$ cat src/rtl/aud_sample_feeder.sv
`default_nettype none
// ============================================================================
//  Module      : aud_sample_feeder
//  Description : APB slave with a PCM sample FIFO and a sample-rate pacer.
//                Software pushes samples over APB; the pacer releases one
//                sample per period through a valid/ready stream towards the
//                downstream PWM modulator.
//  Revision    : 1.0 - initial release
// ============================================================================
module aud_sample_feeder #(
  parameter int SAMPLE_W   = 8,
  parameter int FIFO_DEPTH = 16,
  parameter int DIV_W      = 16
) (
  input  logic                pclk_i,
  input  logic                presetn_i,
  input  logic [31:0]         paddr_i,
  input  logic                psel_i,
  input  logic                penable_i,
  input  logic                pwrite_i,
  input  logic [31:0]         pwdata_i,
  output logic                pready_o,
  output logic [31:0]         prdata_o,
  output logic                pslverr_o,
  output logic [SAMPLE_W-1:0] sample_o,
  output logic                sample_valid_o,
  input  logic                sample_ready_i,
  output logic                underrun_irq_o
);

  localparam int PTR_W = $clog2(FIFO_DEPTH);
  localparam int LVL_W = PTR_W + 1;

  localparam logic [1:0] C_REG_CTRL = 2'd0;
  localparam logic [1:0] C_REG_DIV  = 2'd1;
  localparam logic [1:0] C_REG_DATA = 2'd2;
  localparam logic [1:0] C_REG_STAT = 2'd3;

  typedef enum logic [1:0] {
    ST_IDLE    = 2'd0,
    ST_WAIT    = 2'd1,
    ST_PRESENT = 2'd2
  } state_t;

  // Register state
  logic                r_en;
  logic                r_irq_en;
  logic [DIV_W-1:0]    r_div;
  logic [DIV_W-1:0]    r_cnt;
  logic                r_underrun;
  logic [SAMPLE_W-1:0] r_sample;
  logic [SAMPLE_W-1:0] r_mem [FIFO_DEPTH];
  logic [PTR_W-1:0]    r_wr_ptr;
  logic [PTR_W-1:0]    r_rd_ptr;
  logic [LVL_W-1:0]    r_level;
  state_t              r_state;
  state_t              w_state_nxt;

  // Decoded bus access
  logic       w_access;
  logic       w_wr;
  logic       w_rd;
  logic       w_addr_ok;
  logic [1:0] w_reg;
  logic       w_empty;
  logic       w_full;
  logic       w_tick;
  logic       w_pop;
  logic       w_push;
  logic       w_flush;
  logic       w_drop;
  logic       w_underrun_set;
  logic       w_underrun_clr;
  logic       w_valid;
  logic [7:0] w_level8;
  logic       unused_bits;

  assign w_access  = psel_i & penable_i;
  assign w_wr      = w_access & pwrite_i;
  assign w_rd      = w_access & ~pwrite_i;
  assign w_addr_ok = (paddr_i <= 32'h0000_000C) && (paddr_i[1:0] == 2'b00);
  assign w_reg     = paddr_i[3:2];

  assign w_empty  = (r_level == '0);
  assign w_full   = (r_level == LVL_W'(FIFO_DEPTH));
  assign w_level8 = 8'(r_level);

  // FLUSH outranks any push in the same cycle.
  assign w_flush = w_wr & w_addr_ok & (w_reg == C_REG_CTRL) & pwdata_i[1];

  // A full FIFO still accepts a push when the pacer pops in the same cycle.
  assign w_drop = w_wr & w_addr_ok & (w_reg == C_REG_DATA) & w_full & ~w_pop;
  assign w_push = w_wr & w_addr_ok & (w_reg == C_REG_DATA) & ~w_drop & ~w_flush;

  assign w_underrun_clr = w_wr & w_addr_ok & (w_reg == C_REG_STAT) & pwdata_i[10];

  assign pready_o       = 1'b1;
  assign pslverr_o      = w_access & (~w_addr_ok
                                      | (w_rd & (w_reg == C_REG_DATA))
                                      | w_drop);
  assign sample_o       = r_sample;
  assign sample_valid_o = w_valid;
  assign underrun_irq_o = r_underrun & r_irq_en;

  // Write-data bits with no register behind them are folded here.
  assign unused_bits = ^pwdata_i;

  // Pacer tick fires on the cycle the counter sits at zero while enabled.
  assign w_tick = r_en & (r_cnt == '0);

  // Control/divider registers written from the bus.
  always_ff @(posedge pclk_i or negedge presetn_i) begin
    if (!presetn_i) begin
      r_en     <= 1'b0;
      r_irq_en <= 1'b0;
      r_div    <= '0;
    end else if (w_wr && w_addr_ok) begin
      if (w_reg == C_REG_CTRL) begin
        r_en     <= pwdata_i[0];
        r_irq_en <= pwdata_i[2];
      end
      if (w_reg == C_REG_DIV) begin
        r_div <= pwdata_i[DIV_W-1:0];
      end
    end
  end

  // Sample-period counter: parked at DIV when disabled, otherwise counts down.
  always_ff @(posedge pclk_i or negedge presetn_i) begin
    if (!presetn_i) begin
      r_cnt <= '0;
    end else if (!r_en || r_cnt == '0) begin
      r_cnt <= r_div;
    end else begin
      r_cnt <= r_cnt - 1'b1;
    end
  end

  // Sticky underrun flag; a new underrun beats a same-cycle clear.
  always_ff @(posedge pclk_i or negedge presetn_i) begin
    if (!presetn_i) begin
      r_underrun <= 1'b0;
    end else if (w_underrun_set) begin
      r_underrun <= 1'b1;
    end else if (w_underrun_clr) begin
      r_underrun <= 1'b0;
    end
  end

  // FIFO storage, pointers and fill level.
  always_ff @(posedge pclk_i or negedge presetn_i) begin
    if (!presetn_i) begin
      for (int i = 0; i < FIFO_DEPTH; i++) begin
        r_mem[i] <= '0;
      end
      r_wr_ptr <= '0;
      r_rd_ptr <= '0;
      r_level  <= '0;
    end else begin
      if (w_push) begin
        r_mem[r_wr_ptr] <= pwdata_i[SAMPLE_W-1:0];
        r_wr_ptr        <= r_wr_ptr + 1'b1;
      end
      if (w_flush) begin
        r_rd_ptr <= r_wr_ptr;
        r_level  <= '0;
      end else begin
        if (w_pop) begin
          r_rd_ptr <= r_rd_ptr + 1'b1;
        end
        if (w_push && !w_pop) begin
          r_level <= r_level + 1'b1;
        end else if (w_pop && !w_push) begin
          r_level <= r_level - 1'b1;
        end
      end
    end
  end

  // Output sample register, loaded only on a pop so it holds otherwise.
  always_ff @(posedge pclk_i or negedge presetn_i) begin
    if (!presetn_i) begin
      r_sample <= '0;
    end else if (w_pop) begin
      r_sample <= r_mem[r_rd_ptr];
    end
  end

  // Playback state register.
  always_ff @(posedge pclk_i or negedge presetn_i) begin
    if (!presetn_i) begin
      r_state <= ST_IDLE;
    end else begin
      r_state <= w_state_nxt;
    end
  end

  // Playback next-state and stream control. IDLE with EN already set acts
  // like WAIT so a tick arriving on the first enabled cycle (DIV = 0) is kept.
  always_comb begin
    w_state_nxt    = r_state;
    w_pop          = 1'b0;
    w_underrun_set = 1'b0;
    w_valid        = 1'b0;
    case (r_state)
      ST_IDLE, ST_WAIT: begin
        if (!r_en) begin
          w_state_nxt = ST_IDLE;
        end else begin
          w_state_nxt = ST_WAIT;
          if (w_tick) begin
            if (!w_empty) begin
              w_pop       = 1'b1;
              w_state_nxt = ST_PRESENT;
            end else begin
              w_underrun_set = 1'b1;
            end
          end
        end
      end
      ST_PRESENT: begin
        w_valid = 1'b1;
        if (sample_ready_i) begin
          w_state_nxt = r_en ? ST_WAIT : ST_IDLE;
        end
      end
      default: begin
        w_state_nxt = ST_IDLE;
      end
    endcase
  end

  // Read mux: combinational, zero outside a valid register read.
  always_comb begin
    prdata_o = '0;
    if (w_rd && w_addr_ok) begin
      case (w_reg)
        C_REG_CTRL: prdata_o = {29'd0, r_irq_en, 1'b0, r_en};
        C_REG_DIV:  prdata_o[DIV_W-1:0] = r_div;
        C_REG_STAT: prdata_o = {21'd0, r_underrun, w_full, w_empty, w_level8};
        default:    prdata_o = '0;
      endcase
    end
  end

endmodule
`default_nettype wire

$ cat config.mk
export PLATFORM = sky130hd
export DESIGN_NAME = aud_sample_feeder
export DESIGN_NICKNAME = d
export VERILOG_FILES = /design/src/rtl/aud_sample_feeder.sv
export SDC_FILE = /design/constraint.sdc
export NUM_CORES = 1
export LEC_CHECK = 0
export BUFFER_PORTS_ARGS = -buffer_cell sky130_fd_sc_hd__buf_2
export CORE_ASPECT_RATIO = 0.8
export CORE_UTILIZATION = 53
export DETAILED_ROUTE_END_ITERATION = 10
export HOLD_SLACK_MARGIN = 0.02
export MAX_ROUTING_LAYER = met4
export PLACE_DENSITY = 0.77
export REMOVE_ABC_BUFFERS = 1
export SLEW_MARGIN = 10
export SYNTH_ARGS = -nofsm -noshare
export SYNTH_HDL_FRONTEND = slang
export SYNTH_SLANG_ARGS = --single-unit
$ cat constraint.sdc
create_clock -name pclk_i -period 3.1 [get_ports pclk_i]
set_input_delay 0.93 -clock pclk_i [delete_from_list [all_inputs] [get_ports pclk_i]]
set_output_delay 0.93 -clock pclk_i [all_outputs]
set_load 0.005 [all_outputs]
==> reports/summary.txt, run 1 <==
DR WL/cell: 21.9 um
Worst slew margin: 23.8%
largest cells by area after synthesis: dfrtp_1 (47%), mux2_4 (18%), mux4_2 (9.1%)
Vias/cell: 5.88
met3 Usage GRT: 4.91%
top-count cell post-synth: dfrtp_1
Max Clock Skew: 0.0148 ns
# rows: 44
IO buf count: 80
Worst VDD drop: 0.000273 V
DR pass1 iterations: 5
post-synthesis area per instance: 14.6 um2
top_reg_cell synth: dfrtp_1
Final TNS setup: -4.81 ns
Critical Path Sink: pslverr_o
NumNets Final: 873
Max Root-Sink Buffers: 2
LEAKAGE: 5.56 nW
Hold Crit Class: in -> async
remaining global-route overflow: 0
first-pass GRT wire length: 35800 um
final wirelength: 23100 um
TritonCTS Sinks: 186
Final HPWL DP: 14600 um
Ys Warns: 0
Synth area leader: dfrtp_1
Die Y: 124 um
filler-free cell count of the finished design: 1058
GR Util met1: 33.0%
Post-route DRC: 0
CTS tree: built
number of diodes: 0
Die Area: 19200 um2
DIE WIDTH: 155 um
Final Hold Fails: 0
Flop pwr share: 49.7%
crit path DAT: 2.53 ns
RD Place Congestion: 0.884
TritonCTS Buffers: 17
r2r worst-path depth: 15
final worst setup slack: -0.361 ns
failing checks: setup timing
Critical Path Sink Type: output port
Pint: 0.00373 W
CP required: 2.17 ns
Post-synth EDFFs: 0
Layout Utilization: 64.2%
reg2reg setup slack: -0.18 ns
GRT Max-Usage Layer: met2
library cells used by synthesis: 51
met2 Use GR: 40.8%
PwrDens: 417 nW/um2
ys async rst share: 100%
slew of the pin with the lowest slew margin: 1.13 ns
post-route ant nets: 0
RR Endpoint: r_level[4]
Sw Share: 23.5%
Psw: 0.00114 W
via count of the routed design: 6217
Slew Viols, Final: 0
H-tree levels: 4
Setup Crit Path Kind: reg -> out
Worst setup SP type: register
Initial Util: 54.3%
max frequency: 289 MHz
DRT iter0 DRCs: 449
core area: 18200 um2
Synth top cells by count: dfrtp_1 (186), mux2_4 (120), mux4_2 (40), mux2_2 (36), nor2_1 (34)
number of global-route vias before repair: 6442
Yosys reg bits: 186
Yosys top cell area share: 47.1%
CTS root buf: clkbuf_16
Worst-Skew Late Latency: 0.44 ns
Max Cap Viol: 0
Clk pwr share: 46.6%
hold_ws: 0.469 ns
Final period util: 112%
status: finished with violations
Area Growth Syn to Fin: 18.2%
crit path time final: 3.46 ns
mapped cell area: 9890 um2
IO Count: 114
Setup crit start: r_cnt[1]
largest net degree at the start of global routing: 66
worst slack, placed: -0.706 ns
final setup fails: 18
initial antenna violation count: 0
reg2reg start: r_cnt[1]
placed cells: 1001
layout cells sized above 1: 53.9%
GRT Total Usage: 25.5%
sequential fraction of the synthesis area: 47.1%
cells after synthesis: 677
Clock transition at path regs: 0.08 ns
setup repair after global routing missed its margin: true
Max Fanout on Critical Path: 3
part of the power in combinational logic: 3.7%
-- through the flow --
step,total power (W),instance area [um2]
after floorplan,0.00249,9380
after global placement,0.00262,10400
after detailed placement,0.00262,10400
after CTS,0.00489,11400
after global routing,0.00502,11700
final,0.00488,11700
-- critical path: stages, from the launching register on --
cell and delay, ns:
dfrtp_1 0.39, inv_1 0.07, ha_2 0.18, or3b_4 0.41
nor4_4 0.33, and2_4 0.22, o21ai_2 0.06, a211oi_2 0.25
nor2_1 0.07, buf_2 0.13
-- sequential cells by signal, indices dropped and copies added (netlist names) --
name and flops:
r_wr_ptr 4, r_rd_ptr 4, r_level 5, r_mem 128
r_irq_en 1, r_cnt 16, r_underrun 1, r_div 16
sample_o 8, r_en 1, r_state 2
-- power by group through the flow --
| stage | Sequential [W] | Clock [W] | Combinational (W) |
|---|---|---|---|
| 2_1_floorplan | 0.00247 | 0 | 0.0000185 |
| 3_3_place_gp | 0.00247 | 0 | 0.000144 |
| 3_5_place_dp | 0.00247 | 0 | 0.000153 |
| 4_1_cts | 0.00242 | 0.00230 | 0.000168 |
| 5_1_grt | 0.00242 | 0.00239 | 0.000198 |
| 6_report | 0.00242 | 0.00227 | 0.000181 |
-- worst min path at each step --
stage / depth (start not counted) / to / from
floorplan: 1 / r_cnt[0] / r_cnt[0]
global placement: 1 / r_mem[102] / r_mem[102]
detailed placement: 1 / r_mem[47] / r_mem[47]
CTS: 1 / r_mem[108] / presetn_i
global route: 1 / r_mem[116] / presetn_i
finish: 1 / r_mem[116] / presetn_i
-- cell type report --
class	instances	area, um2
Clock inverter	13	178
Multi-Input combinational cell	433	4990
Clock buffer	19	443
Tap cell	253	317
Fill cell	1232	6530
Inverter	10	37.5
Timing Repair Buffer	144	1070
Sequential cell	186	4660
-- placed cells by master (no fill, tap or decap), types with 4 or more instances in the layout --
master     count
nand4_1        7
mux2_4       120
nand3_1        6
clkbuf_16     17
nor4_4         7
mux2i_1        9
mux2_2        36
nor2_4         6
inv_1         10
nand2_1       16
nor2b_1        4
conb_1        17
buf_4         53
nor4_1         6
nor2_1        28
and2_4         8
buf_2         63
a21oi_1       17
xor2_1         4
o21ai_0        8
dfrtp_1      185
and3_4        17
buf_12         4
xnor2_1       16
mux4_2        40
ha_1           7
buf_6         23
a31oi_1        4
-- cells by family after synthesis --
group	after synthesis	share of synthesized area (%)
DFF	186	47.1
AOI/OAI and AO/OA	46	2.85
buffers and inverters	73	6.12
xor gates and xnor gates	20	1.77
muxes	205	32.3
and+or+nand+nor	134	8.30
other	2	0.0759
adders and majority gates	11	1.47
-- metal layers --
metal | routed length [um] | part of all wire, %
met3 | 1180 | 5.1
met5 | 0 | 0
met2 | 11300 | 49
met1 | 10100 | 44
met4 | 524 | 2.3
-- what timing repair did --
action	4_1_cts	5_1_grt
pin swaps	18	22
hold buffers	0	0
endpoints found under the setup margin	18	18
cloned	0	0
setup buffers	13	15
resized for setup	44	42
Power figures use the tool's default switching activity.
==> run 2: changes to the inputs <==
Clock period 3.1 ns to 2.8 ns, I/O delays scaled along.
==> reports/summary.txt, run 2 (synthesis gave the netlist of run 1 again) <==
status: finished with violations
failing checks: setup timing
PwrDens: 440 nW/um2 (+5.6%)
Max Fanout on Critical Path: 2 (-1)
Clock transition at path regs: 0.07 ns (about the same)
Worst VDD drop: 0.000369 V (+35%)
largest net degree at the start of global routing: 61 (-7.6%)
Critical Path Sink Type: output port
crit path DAT: 2.48 ns (-0.05 ns)
slew of the pin with the lowest slew margin: 0.628 ns (-0.504 ns)
most frequent cells in the layout: dfrtp_1 (185), mux2_4 (121), buf_4 (72), buf_2 (65), mux4_2 (40)
power consumption: 0.00520 W (+6.6%)
Worst slew margin: 58.1% (+34 points)
Initial Util: 54.3% (unchanged)
Final period util: 118%
# rows: 44 (unchanged)
Final TNS setup: -21.61 ns (-16.80 ns)
max reg flops: 128 (unchanged)
Biggest register: r_mem
Worst-Skew Late Latency: 0.43 ns (about the same)
setup repair after global routing missed its margin: true
DIE WIDTH: 155 um (unchanged)
layout cells sized above 1: 55.8% (+1.9 points)
final instance area: 11800 um2 (+0.97%)
Setup Crit Path Kind: reg -> out
RD Place Congestion: 0.873 (-1.2%)
Slew Viols, Final: 0 (unchanged)
core area: 18200 um2 (unchanged)
Die Area: 19200 um2 (unchanged)
Final Hold Fails: 0 (unchanged)
CTS tree: built
worst slack, placed: -0.755 ns (-0.0494 ns)
remaining global-route overflow: 0 (unchanged)
Max Cap Viol: 0 (unchanged)
filler cell count: 1206 (-2.1%)
post-route ant nets: 0 (unchanged)
detailed-routing wirelength on met1: 9910 um (-2.1%)
most common cell after layout, fill and taps aside: dfrtp_1
GRT Total Usage: 25.3% (-0.19 points)
IO Count: 114 (unchanged)
first-pass GRT wire length: 35500 um (-0.65%)
IO buf count: 80 (unchanged)
initial antenna violation count: 0 (unchanged)
top routing layer in use: met4
final worst setup slack: -0.518 ns (-0.156 ns)
registers with the most flip-flops: r_mem x128, r_cnt x16, r_div x16
Hold Crit Class: in -> async
CTS root buf: clkbuf_16
NumNets Final: 895 (+2.5%)
via count of the routed design: 6217 (unchanged)
DR pass1 iterations: 5 (unchanged)
Vias/cell: 5.76 (-1.9%)
final setup fails: 146 (+128)
TritonCTS Buffers: 17 (unchanged)
max frequency: 301 MHz
LEAKAGE: 5.65 nW (+1.6%)
TritonCTS Sinks: 186 (unchanged)
Final HPWL DP: 14900 um (+2.1%)
Post-route DRC: 0 (unchanged)
number of global-route vias before repair: 6393 (-0.76%)
Worst setup SP type: register
final wirelength: 23200 um (+0.29%)
crit path time final: 3.32 ns
Cell Area, Placed: 10600 um2 (+1.9%)
Max Clock Skew: 0.0101 ns (-0.00466 ns)
hold_ws: 0.384 ns (-0.0851 ns)
met2 routed WL: 11600 um (+2.8%)
DR WL/cell: 21.5 um (-1.7%)
H-tree levels: 4 (unchanged)
wire length on met3: 1110 um (-5.8%)
Area Growth Syn to Fin: 19.4%
Die Y: 124 um (unchanged)
CP required: 1.96 ns (-0.21 ns)
number of diodes: 0 (unchanged)
DRT iter0 DRCs: 447 (-0.45%)
Max Root-Sink Buffers: 2 (unchanged)
-- run 2: what timing repair did --
action | 4_1_cts | 5_1_grt
pin swaps | 38 | 26
setup buffers | 15 | 12
endpoints found under the setup margin | 147 | 164
hold buffers | 0 | 0
gates resized for setup | 50 | 39
cloned | 0 | 0
-- run 2: worst paths after layout --
path	start	to	slack [ns]	cells after the start
setup reg to reg	r_cnt[1]	r_level[4]	-0.51	16
hold / removal	presetn_i	r_mem[100]	0.38	1
hold reg to reg	r_mem[20]	r_mem[20]	0.51	1
min in group pclk_i	r_mem[20]	r_mem[20]	0.51	1
setup / recovery	r_cnt[1]	pslverr_o	-0.52	10
max in group asynchronous	presetn_i	r_cnt[0]	1.75	2
-- run 2: worst max-delay path, stage by stage, from the launching register on --
cell and delay, ns:
dfrtp_1 0.40, inv_2 0.08, ha_4 0.13, or3b_4 0.39, nor4_4 0.30, buf_4 0.18, and2_4 0.14, o21ai_2 0.06
a211oi_2 0.20, nor2_1 0.06, buf_2 0.12
-- run 2: layout make-up --
type / instances / area, um2 / area share [%]
clock buffer: 21 / 450 / 3.82
clock inverter: 10 / 108 / 0.911
inverter: 10 / 37.5 / 0.318
multi-input combinational: 433 / 4990 / 42.3
sequential: 186 / 4660 / 39.4
tap: 253 / 317 / 2.68
timing repair buffer: 166 / 1250 / 10.6
-- run 2: through the flow --
| step | utilization (%) | std cells |
|---|---|---|
| CTS | 63.3 | 1069 |
| finish | 64.8 | 1079 |
| floorplan | - | 629 |
| global placement | 58.4 | 1024 |
| global route | 64.8 | 1079 |
| detailed placement | 58.4 | 1024 |
-- run 2: where the power goes --
part / internal, W / leakage (nW) / switching, W
sequential: 0.00269 / 2.55 / 0.0000000000187
combinational: 0.0000625 / 2.83 / 0.000134
clock: 0.00127 / 0.269 / 0.00105
total: 0.00402 / 5.65 / 0.00118
-- run 2: routing by layer --
| layer | up-vias | GRT usage [%] |
|---|---|---|
| li1 | 2703 | - |
| met1 | 3208 | 32.8 |
| met2 | 246 | 40.9 |
| met3 | 60 | 4.91 |
| met4 | 0 | 7.36 |
| met5 | - | - |
==> run 3: changes to the inputs <==
Settings changed: ABC_AREA from default to 1, PLACE_DENSITY 0.77 to 0.78.
==> reports/summary.txt, run 3 <==
CTS root buf: clkbuf_16
power consumption: 0.00517 W (-0.58%)
crit path time final: 2.91 ns (-0.404 ns)
Final TNS setup: -0.183 ns (+21.42 ns)
failing checks: setup timing
H-tree levels: 4 (unchanged)
most frequent cells in the layout: nand2_1 (229), dfrtp_1 (184), nor2_1 (125), o21ai_1 (104), o21ai_0 (100)
DR WL/cell: 16.0 um (-25%)
Crit path largest cell delay: 0.19 ns (-0.21 ns)
Post-synth EDFFs: 0 (unchanged)
CTS tree: built
core area: 17400 um2 (-4.6%)
IO buf count: 80 (unchanged)
Final HPWL DP: 14400 um (-3.0%)
top_reg_cell synth: dfrtp_1
largest cells by area after synthesis: dfrtp_1 (49%), nand2_1 (9.3%), nor2_1 (5.5%)
library cells used by synthesis: 39 (-24%)
LEAKAGE: 5.22 nW (-7.6%)
top-count cell post-synth: nand2_1
Worst VDD drop: 0.000398 V (+7.9%)
via count of the routed design: 7724 (+24%)
TritonCTS Sinks: 186 (unchanged)
max frequency: 343 MHz (+14%)
Post-route DRC: 0 (unchanged)
critical path's top delay family: simple AND/OR/NAND/NOR gates
Hold Crit Class: in -> async
critical-path cell list: buf_2 > inv_1 > nand2_1 > nor2_1 > nand2_2 > nor2_4 > nand3_4 > nor2_8 > nand3_2 > a31oi_1 > buf_2
status: finished with violations
ys async rst share: 100% (unchanged)
Initial Util: 54.3% (about the same)
GRT Total Usage: 26.5% (+1.3 points)
Worst setup SP type: primary input
cells after synthesis: 1102 (+63%)
Critical Path Sink Type: output port
IO Count: 114 (unchanged)
Clock transition at path regs: 0.07 ns (about the same)
Layout Utilization: 62.0% (-2.8 points)
Max Fanout on Critical Path: 2 (unchanged)
Worst-Skew Late Latency: 0.44 ns (about the same)
Final Hold Fails: 0 (unchanged)
Final period util: 104% (-14 points)
CTS Hold Buffers Added: 0 (unchanged)
PwrDens: 480 nW/um2 (+9.0%)
final worst setup slack: -0.114 ns (+0.404 ns)
RD Place Congestion: 0.847 (-2.9%)
worst slack, placed: -0.245 ns (+0.510 ns)
TritonCTS Buffers: 17 (unchanged)
number of global-route vias before repair: 7156 (+12%)
mapped cell area: 9430 um2 (-4.6%)
DR pass1 iterations: 5 (unchanged)
initial antenna violation count: 0 (unchanged)
Max Clock Skew: 0.0116 ns (+0.00148 ns)
registers with the most flip-flops: r_mem x128, r_cnt x16, r_div x16
Setup Crit Path Kind: in -> out
max reg flops: 128 (unchanged)
Die Y: 121 um (-2.3%)
Synth top cells by count: nand2_1 (233), dfrtp_1 (186), nor2_1 (139), o21ai_1 (104), o21ai_0 (100)
Area Growth Syn to Fin: 14.3%
layout cells sized above 1: 19.8% (-36 points)
final wirelength: 22600 um (-2.6%)
Synth area leader: dfrtp_1
Max Root-Sink Buffers: 2 (unchanged)
Slew Viols, Final: 0 (unchanged)
Max Cap Viol: 0 (unchanged)
DRT iter0 DRCs: 576 (+29%)
post-synthesis area per instance: 8.56 um2 (-41%)
most common cell after layout, fill and taps aside: nand2_1
# rows: 43 (-2.3%)
Vias/cell: 5.49 (-4.7%)
first-pass GRT wire length: 36300 um (+2.0%)
CP most frequent cell: buf_2
Yosys reg bits: 186 (unchanged)
Yosys top cell area share: 49.4% (+2.3 points)
setup repair after global routing missed its margin: true
CP required: 1.96 ns (about the same)
Worst slew margin: 48.6% (-9.5 points)
post-route ant nets: 0 (unchanged)
crit path DAT: 2.07 ns (-0.41 ns)
slew of the pin with the lowest slew margin: 0.770 ns (+0.141 ns)
remaining global-route overflow: 0 (unchanged)
largest net degree at the start of global routing: 68 (+11%)
sequential fraction of the synthesis area: 49.4% (+2.3 points)
NumNets Final: 1250 (+40%)
number of diodes: 0 (unchanged)
DIE WIDTH: 151 um (-2.3%)
Ys Warns: 0 (unchanged)
Crit-path slowest cell: nor2_1
Biggest register: r_mem
final setup fails: 3 (-98%)
Die Area: 18300 um2 (-4.6%)
CP bufs+invs: 3 (unchanged)
-- run 3: cell types whose count changed after synthesis, moves of 17 or more --
cell	change
mux4_2	-40
o21ai_2	+20
mux2_4	-120
o21ai_0	+91
mux2_2	-32
nand2_1	+216
nand3_1	+22
clkbuf_1	+17
inv_1	+50
nor2_1	+105
o21ai_1	+104
o211ai_1	+27
-- run 3: stage by stage --
stage	instances	hold slack (ns)	area, um2
final	1407	0.339	10800
after floorplan	1042	0.427	9020
after detailed placement	1371	0.445	9940
after CTS	1404	0.346	10600
after global routing	1407	0.355	10800
after global placement	1371	0.442	9940
-- run 3: layer usage --
| metal | share of wire (%) | global-route usage, % | vias to the layer above | wire length (um) |
|---|---|---|---|---|
| met1 | 46 | 36.2 | 3726 | 10500 |
| met2 | 46 | 39.7 | 220 | 10500 |
| met5 | 0 | - | - | 0 |
| met4 | 1.4 | 6.63 | 0 | 308 |
| met3 | 5.7 | 6.50 | 29 | 1300 |
| li1 | - | - | 3749 | - |
-- run 3: final timing paths --
kind                            cells after the start    endpoint        from  slack [ns]
worst max register to register                     17  r_level[4]    r_cnt[0]        0.25
min in group pclk_i                                 1  r_state[0]  r_state[1]        0.46
worst min register to register                      1  r_state[0]  r_state[1]        0.46
worst max-delay path                               11   pslverr_o  paddr_i[6]       -0.11
max in group asynchronous                           2   r_mem[75]   presetn_i        1.69
worst min-delay path                                1   r_cnt[15]   presetn_i        0.34
-- run 3: repair_timing --
item	4_1_cts	5_1_grt
buffers inserted	1	3
setup endpoints to repair	7	18
pin swaps	2	16
gates resized for setup	12	47
-- run 3: cells by family (layout without fill, tap and decap cells) --
family                   count (synthesis)  in the layout  synth area share (%)
XOR/XNOR                                19             19                  1.76
multiplexers                            13             13                  1.43
AO/OA/AOI/OAI                          287            287                  17.3
AND/OR/NAND/NOR                        448            448                  21.2
buffers and inverters                  136            201                  7.38
flip-flops                             186            186                  49.4
other                                    2             17                0.0796
adder cells (fa/ha/maj)                 11             11                  1.54
-- run 3: layout make-up --
| type | instances | area [um2] |
|---|---|---|
| Clock buffer | 19 | 443 |
| Clock inverter | 13 | 101 |
| Fill cell | 1441 | 6610 |
| Inverter | 61 | 229 |
| Multi-Input combinational cell | 795 | 4340 |
| Sequential cell | 186 | 4660 |
| Tap cell | 225 | 282 |
| Timing Repair Buffer | 108 | 726 |
-- run 3: power by group --
| part | internal (W) | switching [W] |
|---|---|---|
| Sequential | 0.00269 | 0.00000000000328 |
| Clock | 0.00124 | 0.00105 |
| Combinational | 0.0000554 | 0.000140 |
